### src/rtl/arena_frame_rx.sv
// Arena snapshot frame receiver: sync byte, 13 payload bytes, XOR checksum.
// Good frames update arena_map; rejected or timed-out frames bump err_count.
module arena_frame_rx #(
  parameter int         TIMEOUT_CYCLES = 100000,
  parameter logic [7:0] SYNC_BYTE      = 8'hA5
) (
  input  logic         clk,
  input  logic         rst,
  input  logic [7:0]   rx_data,
  input  logic         rx_valid,
  output logic [99:0]  arena_map,
  output logic         frame_valid,
  output logic         frame_err,
  output logic [7:0]   err_count,
  output logic         busy
);

  localparam int TW = $clog2(TIMEOUT_CYCLES + 1);
  localparam logic [TW-1:0] TLAST = TW'(TIMEOUT_CYCLES - 1);

  typedef enum logic [1:0] {
    HUNT,
    PAYLOAD,
    CHECK
  } state_t;

  state_t         state, state_d;
  logic [3:0]     idx, idx_d;
  logic [7:0]     xsum, xsum_d;
  logic [103:0]   shadow, shadow_d;
  logic [TW-1:0]  tcnt, tcnt_d;
  logic           valid_d, err_d;
  logic           tmo;

  // Idle limit hit this cycle; a byte arriving now wins over the timeout.
  assign tmo  = (state != HUNT) && !rx_valid && (tcnt == TLAST);
  assign busy = (state != HUNT);

  // Next-state, frame assembly and result decode.
  always_comb begin
    state_d  = state;
    idx_d    = idx;
    xsum_d   = xsum;
    shadow_d = shadow;
    tcnt_d   = tcnt;
    valid_d  = 1'b0;
    err_d    = 1'b0;
    unique case (state)
      HUNT: begin
        tcnt_d = '0;
        if (rx_valid && rx_data == SYNC_BYTE) begin
          state_d = PAYLOAD;
          idx_d   = 4'd0;
          xsum_d  = 8'h00;
        end
      end
      PAYLOAD: begin
        if (rx_valid) begin
          tcnt_d = '0;
          shadow_d[{idx, 3'b000} +: 8] = rx_data;
          xsum_d = xsum ^ rx_data;
          if (idx == 4'd12) state_d = CHECK;
          else idx_d = idx + 4'd1;
        end else if (tmo) begin
          tcnt_d  = '0;
          state_d = HUNT;
          err_d   = 1'b1;
        end else begin
          tcnt_d = tcnt + 1'b1;
        end
      end
      CHECK: begin
        if (rx_valid) begin
          tcnt_d  = '0;
          state_d = HUNT;
          if (rx_data == xsum && shadow[103:100] == 4'h0)
            valid_d = 1'b1;
          else
            err_d = 1'b1;
        end else if (tmo) begin
          tcnt_d  = '0;
          state_d = HUNT;
          err_d   = 1'b1;
        end else begin
          tcnt_d = tcnt + 1'b1;
        end
      end
      default: state_d = HUNT;
    endcase
  end

  // State, shadow, snapshot and error counter registers.
  always_ff @(posedge clk) begin
    if (rst) begin
      state       <= HUNT;
      idx         <= 4'd0;
      xsum        <= 8'h00;
      shadow      <= '0;
      tcnt        <= '0;
      arena_map   <= '0;
      frame_valid <= 1'b0;
      frame_err   <= 1'b0;
      err_count   <= 8'h00;
    end else begin
      state       <= state_d;
      idx         <= idx_d;
      xsum        <= xsum_d;
      shadow      <= shadow_d;
      tcnt        <= tcnt_d;
      frame_valid <= valid_d;
      frame_err   <= err_d;
      if (valid_d)
        arena_map <= shadow[99:0];
      if (err_d && err_count != 8'hFF)
        err_count <= err_count + 8'd1;
    end
  end

endmodule

### config.mk
export PLATFORM = sky130hd
export DESIGN_NAME = arena_frame_rx
export DESIGN_NICKNAME = d
export VERILOG_FILES = /design/src/rtl/arena_frame_rx.sv
export SDC_FILE = /design/constraint.sdc
export NUM_CORES = 1
export LEC_CHECK = 0
export CAP_MARGIN = 40
export CORE_ASPECT_RATIO = 1.1
export CORE_MARGIN = 2
export CORE_UTILIZATION = 23
export DETAILED_ROUTE_END_ITERATION = 8
export GPL_TIMING_DRIVEN = 0
export SKIP_LAST_GASP = 1
export SLEW_MARGIN = 20
export SYNTH_ARGS = -nofsm -noshare
export SYNTH_HDL_FRONTEND = slang
export SYNTH_SLANG_ARGS = --single-unit
### constraint.sdc
create_clock -name clk -period 4.3 [get_ports clk]
set_input_delay 0.43 -clock clk [delete_from_list [all_inputs] [get_ports clk]]
set_output_delay 0.43 -clock clk [all_outputs]
set_load 0.05 [all_outputs]
==> metrics.txt, run 1 <==
commonest non-fill, non-tap cell in the layout sky130_fd_sc_hd__dfxtp_1; Syn Nets 1141; Die W 199.3 µm; vias per cell 4.456; gr ovfl total 0; worst hold path endpoint err_count[0]; net switching fraction of the power 22.50%; top library cells by usage in the layout, fill and taps aside sky130_fd_sc_hd__dfxtp_1, sky130_fd_sc_hd__nand2_1, sky130_fd_sc_hd__nor2_1, sky130_fd_sc_hd__a21oi_1, sky130_fd_sc_hd__clkdlybuf4s50_1; element type at the critical path end flop; design internal power 3.649 mW; final antenna-violating net count 0; R2R depth 9; WHS 374.5 ps; hold buffer count at CTS 0; initial cell density of the core 23.33%; number of different library cells in the post-synthesis netlist 54; GRT Overall Usage 13.63%; setup TNS 0 ps; final setup violating endpoints 0; final wirelength 30100 µm; clock share of power 48.6%; timing-limited maximum frequency 0.3226 GHz; Final Hold Vio Count 0; Clock Sink Count 245; start of the worst register-to-register path idx[0]; placed inst area 0.01157 mm²; sequential share of power 48.3%; max-cap viol count 0; sequential fraction of the synthesis area 50.80%; routed length per instance 16.27 µm; skew final 29.49 ps; main flop type after synthesis sky130_fd_sc_hd__dfxtp_1; Port-buffer cells 119; Pre-antenna DRT Iters 5; cell chosen for the clock root sky130_fd_sc_hd__clkbuf_16; data arrival time of the worst path 3500 ps; fin. max-slew vios 0; final weighted congestion in routability-driven placement 0.8702; final clock period utilization by the worst path 72.10%; initial detailed-routing violation count 496; Static Leakage 4.496 nW; slew at the pin closest to its max-slew limit 807.1 ps; setup repair after global routing missed its margin no; via count of the first global-routing pass 7966; worst relative slew slack 45.79%; type of the worst setup path flop to flop; core region area 0.04138 mm²; setup repair bufs after CTS 0; clock period minus final worst setup slack 3100 ps; total power after layout 4.708 mW; post-synthesis cell count 1121; remaining design rule violation count 0; outcome complete, no violations; Yosys Warn Count 0; fraction of synthesis flops using an asynchronous set or reset pin 0%; capturing point of the worst reg2reg path shadow[8]; clock-pin slew of the registers on the worst-case setup and hold paths 60 ps; placed wire-length estimate 22310 µm; worst setup path start idx[0]; later-pin clock latency in the skew report 560 ps; Worst R2R Setup Slack 1200 ps; Max Fanout on Critical Path 10; Final WS setup 1200 ps; die area 0.04363 mm²; power density normalized to cell area 377.9 mW/mm²; vias after detailed routing 8244; clock buffer count from CTS 26; share of cells above drive strength 1 6.284%; die outline height 218.9 µm; Min-Delay Path Depth 3; first-pass GRT wire length 45880 µm; per-instance average area after synthesis 8.612 µm²; placement row count 78; power share of the combinational group 3.0%; number of flops mapped to enable cells by yosys 0; Synth Cell Area 0.009654 mm²; sort of element at the start of the critical path flop; number of top-level pins 122; classification of the worst-slack hold path input port to flop; quantity of gates resized following cts 0; worst setup slack after placement 1259 ps; clock tree from TritonCTS yes; post-route cell area 0.01246 mm²; net load switching power 1.059 mW; required time at the endpoint of the critical path 4700 ps; hold path start rst; final layout net count 1290; buffer levels on the longest clock path 3; pin count of the biggest net entering global routing 15; number of synthesized register bits 245; H-Tree Level Count 1; worst vdd ir 0.0002669 V; antenna violations before repair 0; signed area change from the synthesized netlist to the final layout 29.04%
-- flip-flops by register name, summed over array words and instances (netlist names) --
| name | flops |
|---|---|
| arena_map | 100 |
| err_count | 8 |
| frame_err | 1 |
| frame_valid | 1 |
| idx | 4 |
| shadow | 104 |
| state | 2 |
| tcnt | 17 |
| xsum | 8 |
-- how the worst max path moves through the flow --
stage | endpoint | slack [ps] | cells after the start
final | shadow[8] | 1200 | 9
after global routing | shadow[8] | 950 | 9
after floorplan | shadow[56] | 1870 | 10
after global placement | arena_map[17] | 1310 | 8
after detailed placement | arena_map[17] | 1260 | 8
after CTS | shadow[8] | 1250 | 9
-- Yosys cell counts, drive strengths merged (6+ instances only) --
cell / n / area share (%)
ha: 9 / 1.2
nor2: 135 / 5.2
mux2i: 95 / 9.8
nor3b: 7 / 0.54
and3: 14 / 0.91
a21oi: 133 / 6.9
and2: 10 / 0.65
nand2: 237 / 9.2
o21ai: 19 / 0.98
nand3: 25 / 1.3
nand3b: 10 / 0.78
nor2b: 10 / 0.65
clkbuf: 58 / 2.3
xor2: 12 / 1.1
a31oi: 6 / 0.39
dfxtp: 245 / 51
nand4: 7 / 0.45
or3: 7 / 0.53
inv: 8 / 0.31
buf: 17 / 0.88
-- routing by layer --
layer / share of wire, % / track usage, % / vias up / wire length (µm)
met5: 0 / 0 / - / 0
met4: 2.6 / 3.802 / 0 / 776
met3: 6.9 / 2.582 / 56 / 2082
met2: 47 / 22.88 / 236 / 14000
met1: 44 / 17.78 / 3884 / 13250
li1: - / - / 4068 / -
-- critical path: stages, from the launching register on --
cell and delay [ps]:
sky130_fd_sc_hd__dfxtp_1 370, sky130_fd_sc_hd__clkbuf_1 370, sky130_fd_sc_hd__inv_1 120, sky130_fd_sc_hd__ha_1 210, sky130_fd_sc_hd__buf_2 170, sky130_fd_sc_hd__xnor2_1 530
sky130_fd_sc_hd__nand2_1 200, sky130_fd_sc_hd__nor2_1 650, sky130_fd_sc_hd__mux2i_1 270, sky130_fd_sc_hd__nor2_1 60
-- cell families (layout without fill, tap and decap cells) --
logic type	Yosys count	count (layout)	synth area share, %
buffers and inverters	84	252	3.486
other	0	1	0
XOR/XNOR	16	16	1.451
flip-flops	245	245	50.80
AO/OA/AOI/OAI	179	179	10.03
adder cells (fa/ha/maj)	9	9	1.166
multiplexers	100	100	10.43
AND/OR/NAND/NOR	488	488	22.63
-- power groups by stage --
stage | registers, mW | logic (mW) | clock network (mW)
after floorplan | 2.32 | 0.0822 | 0
after global placement | 2.33 | 0.139 | 0
after detailed placement | 2.33 | 0.142 | 0
after CTS | 2.27 | 0.143 | 2.33
after global routing | 2.27 | 0.156 | 2.43
final | 2.27 | 0.143 | 2.29
-- layout make-up --
cell class / instances / area (µm²)
multi-input combinational: 792 / 4422
fill: 4433 / 28920
inverter: 9 / 33.78
clock buffer: 36 / 748.2
clock inverter: 11 / 132.6
tap: 560 / 700.7
buffer: 75 / 302.8
timing repair buffer: 121 / 1211
antenna: 1 / 2.502
sequential: 245 / 4905
-- stage by stage --
| stage | utilization (%) | instances |
|---|---|---|
| finish | 30.11 | 1850 |
| global route | 30.10 | 1849 |
| CTS | 30.09 | 1848 |
| detailed placement | 27.96 | 1801 |
| global placement | 27.90 | 1800 |
| floorplan | - | 1121 |
Note: power is estimated with default switching activity, not from simulation.
==> run 2, diff against run 1 <==
Clock period 4.3 ns to 2.8 ns, I/O delays scaled along.
==> run 2 against run 1 <==
  * Worst hold slack got worse by 150 ps
  * Sequential share of layout area decreased by 0.11 points
  * Combinational power up 54%
  * Global-route usage hardly changed
  * Critical path depth shrank 2
  * Sequential cell count is the same
  * Clock skew up 0.99 ps
  * Non-clock buffer count is 1 lower
  * Cell area is 0.29% higher
  * Register-to-register slack got worse by 1100 ps
  * Largest cell class unchanged
==> metrics.txt, run 2 (synthesis results as in run 1) <==
Clock Sink Count 245; power share of the combinational group 3.0%; Static Leakage 4.506 nW; H-Tree Level Count 1; core region area 0.04138 mm²; Die W 199.3 µm; WHS 225.0 ps; vias after detailed routing 8236; start of the worst register-to-register path shadow[103]; number of top-level pins 122; GRT Overall Usage 13.63%; clock share of power 48.6%; Final WS setup 141.7 ps; Max Fanout on Critical Path 10; via count of the first global-routing pass 7964; clock period minus final worst setup slack 2658 ps; gr ovfl total 0; net switching fraction of the power 22.50%; Min-Delay Path Depth 3; signed area change from the synthesized netlist to the final layout 29.42%; clock-pin slew of the registers on the worst-case setup and hold paths 70 ps; remaining design rule violation count 0; sort of element at the start of the critical path flop; element type at the critical path end flop; worst setup slack after placement -203.7 ps; max-cap viol count 0; antenna violations before repair 0; worst hold path endpoint err_count[0]; Pre-antenna DRT Iters 5; initial detailed-routing violation count 526; design internal power 5.604 mW; data arrival time of the worst path 3050 ps; skew final 30.48 ps; Port-buffer cells 119; timing-limited maximum frequency 0.3762 GHz; net load switching power 1.627 mW; die area 0.04363 mm²; worst path bufs/invs 2; crit-path leading delay family simple AND/OR/NAND/NOR gates; final weighted congestion in routability-driven placement 0.8702; vias per cell 4.454; Final Hold Vio Count 0; classification of the worst-slack hold path input port to flop; top library cells by usage in the layout, fill and taps aside sky130_fd_sc_hd__dfxtp_1, sky130_fd_sc_hd__nand2_1, sky130_fd_sc_hd__nor2_1, sky130_fd_sc_hd__a21oi_1, sky130_fd_sc_hd__clkdlybuf4s50_1; routed length per instance 16.24 µm; buffer levels on the longest clock path 3; number of flip-flops under the largest register name 104; final layout net count 1289; commonest non-fill, non-tap cell in the layout sky130_fd_sc_hd__dfxtp_1; first-pass GRT wire length 45880 µm; hold path start rst; placed wire-length estimate 22310 µm; placement row count 78; register ranked first by flip-flop count shadow; setup repair bufs after CTS 0; share of cells above drive strength 1 6.755%; outcome complete, no violations; required time at the endpoint of the critical path 3200 ps; R2R depth 7; slew at the pin closest to its max-slew limit 808.6 ps; worst vdd ir 0.0004079 V; clock tree from TritonCTS yes; final wirelength 30030 µm; pin count of the biggest net entering global routing 15; final antenna-violating net count 0; power density normalized to cell area 578.7 mW/mm²; final setup violating endpoints 0; critical-path cell with the highest stage delay sky130_fd_sc_hd__or4_1; Worst R2R Setup Slack 140 ps; initial cell density of the core 23.33%; clock buffer count from CTS 26; sequential share of power 48.3%; worst relative slew slack 45.69%; hold buffer count at CTS 0; die outline height 218.9 µm; slowest cell delay on critical path 570 ps; final clock period utilization by the worst path 94.94%; most frequent cell on the critical path sky130_fd_sc_hd__clkbuf_1; fin. max-slew vios 0; capturing point of the worst reg2reg path arena_map[17]; type of the worst setup path flop to flop; registers with the most flip-flops shadow x104, arena_map x100, tcnt x17; chain of cells forming the critical path or4_1 > nor4_4 > nand4b_1 > clkbuf_1 > clkbuf_1 > nand2_1 > a21oi_1; cell chosen for the clock root sky130_fd_sc_hd__clkbuf_16; later-pin clock latency in the skew report 560 ps
[run 2: cell count changes in the layout (fill, tap and decap cells not counted)]
cell	before	now
sky130_fd_sc_hd__buf_2	18	17
sky130_fd_sc_hd__o311ai_4	0	1
sky130_fd_sc_hd__nand3_1	24	22
sky130_fd_sc_hd__o311ai_1	1	0
sky130_fd_sc_hd__clkbuf_2	0	1
sky130_fd_sc_hd__nor2_2	0	2
sky130_fd_sc_hd__nand3_2	1	3
sky130_fd_sc_hd__nor2_1	135	133
sky130_fd_sc_hd__clkbuf_1	62	61
sky130_fd_sc_hd__xnor2_2	0	1
sky130_fd_sc_hd__xnor2_1	4	3
[run 2: worst max-delay path by stage]
stage                      from            end  depth (start not counted)
finish              shadow[103]  arena_map[17]                          7
global route             idx[0]     shadow[32]                         11
CTS                      idx[0]     shadow[84]                         10
detailed placement       idx[0]     shadow[11]                          9
global placement         idx[0]     shadow[14]                          9
floorplan                idx[0]     shadow[56]                         10
[run 2: per-stage QoR]
stage	utilization [%]	instances	power [mW]	area, µm²	setup TNS (ps)
3_3_place_gp	27.90	1800	3.785	11550	-2439
4_1_cts	30.14	1848	7.292	12470	0
6_report	30.19	1849	7.230	12490	0
3_5_place_dp	27.96	1801	3.790	11570	-4227
2_1_floorplan	-	1121	3.697	9654	0
5_1_grt	30.19	1848	7.461	12490	-3.388
[run 2: area by class of cell]
type	count	area (µm²)
antenna	1	2.502
multi-input combinational	792	4462
tap	560	700.7
inverter	9	33.78
clock buffer	36	748.2
fill	4428	28890
timing repair buffer	120	1206
buffer	75	304.0
clock inverter	11	132.6
sequential	245	4905
[run 2: worst register-to-register path: stages (launching register included)]
cell and delay [ps]:
sky130_fd_sc_hd__dfxtp_1 310, sky130_fd_sc_hd__or4_1 570, sky130_fd_sc_hd__nor4_4 460, sky130_fd_sc_hd__nand4b_1 160
sky130_fd_sc_hd__clkbuf_1 380, sky130_fd_sc_hd__clkbuf_1 390, sky130_fd_sc_hd__nand2_1 160, sky130_fd_sc_hd__a21oi_1 70
[run 2: timing repair]
item / 4_1_cts / 5_1_grt
setup endpoints to repair: 32 / 77
gates resized for setup: 4 / 5
pin swaps: 0 / 0
[run 2: per-layer routing]
| metal | GRT usage [%] | wire [µm] |
|---|---|---|
| met2 | 22.89 | 14090 |
| met3 | 2.582 | 2052 |
| met5 | 0 | 0 |
| met4 | 3.802 | 735 |
| met1 | 17.77 | 13160 |
[run 2: power by group through the flow]
| stage | sequential [mW] | clock [mW] | combinational (mW) |
|---|---|---|---|
| 2_1_floorplan | 3.57 | 0 | 0.126 |
| 4_1_cts | 3.49 | 3.58 | 0.220 |
| 3_3_place_gp | 3.57 | 0 | 0.214 |
| 3_5_place_dp | 3.57 | 0 | 0.218 |
| 6_report | 3.49 | 3.52 | 0.220 |
| 5_1_grt | 3.49 | 3.73 | 0.240 |
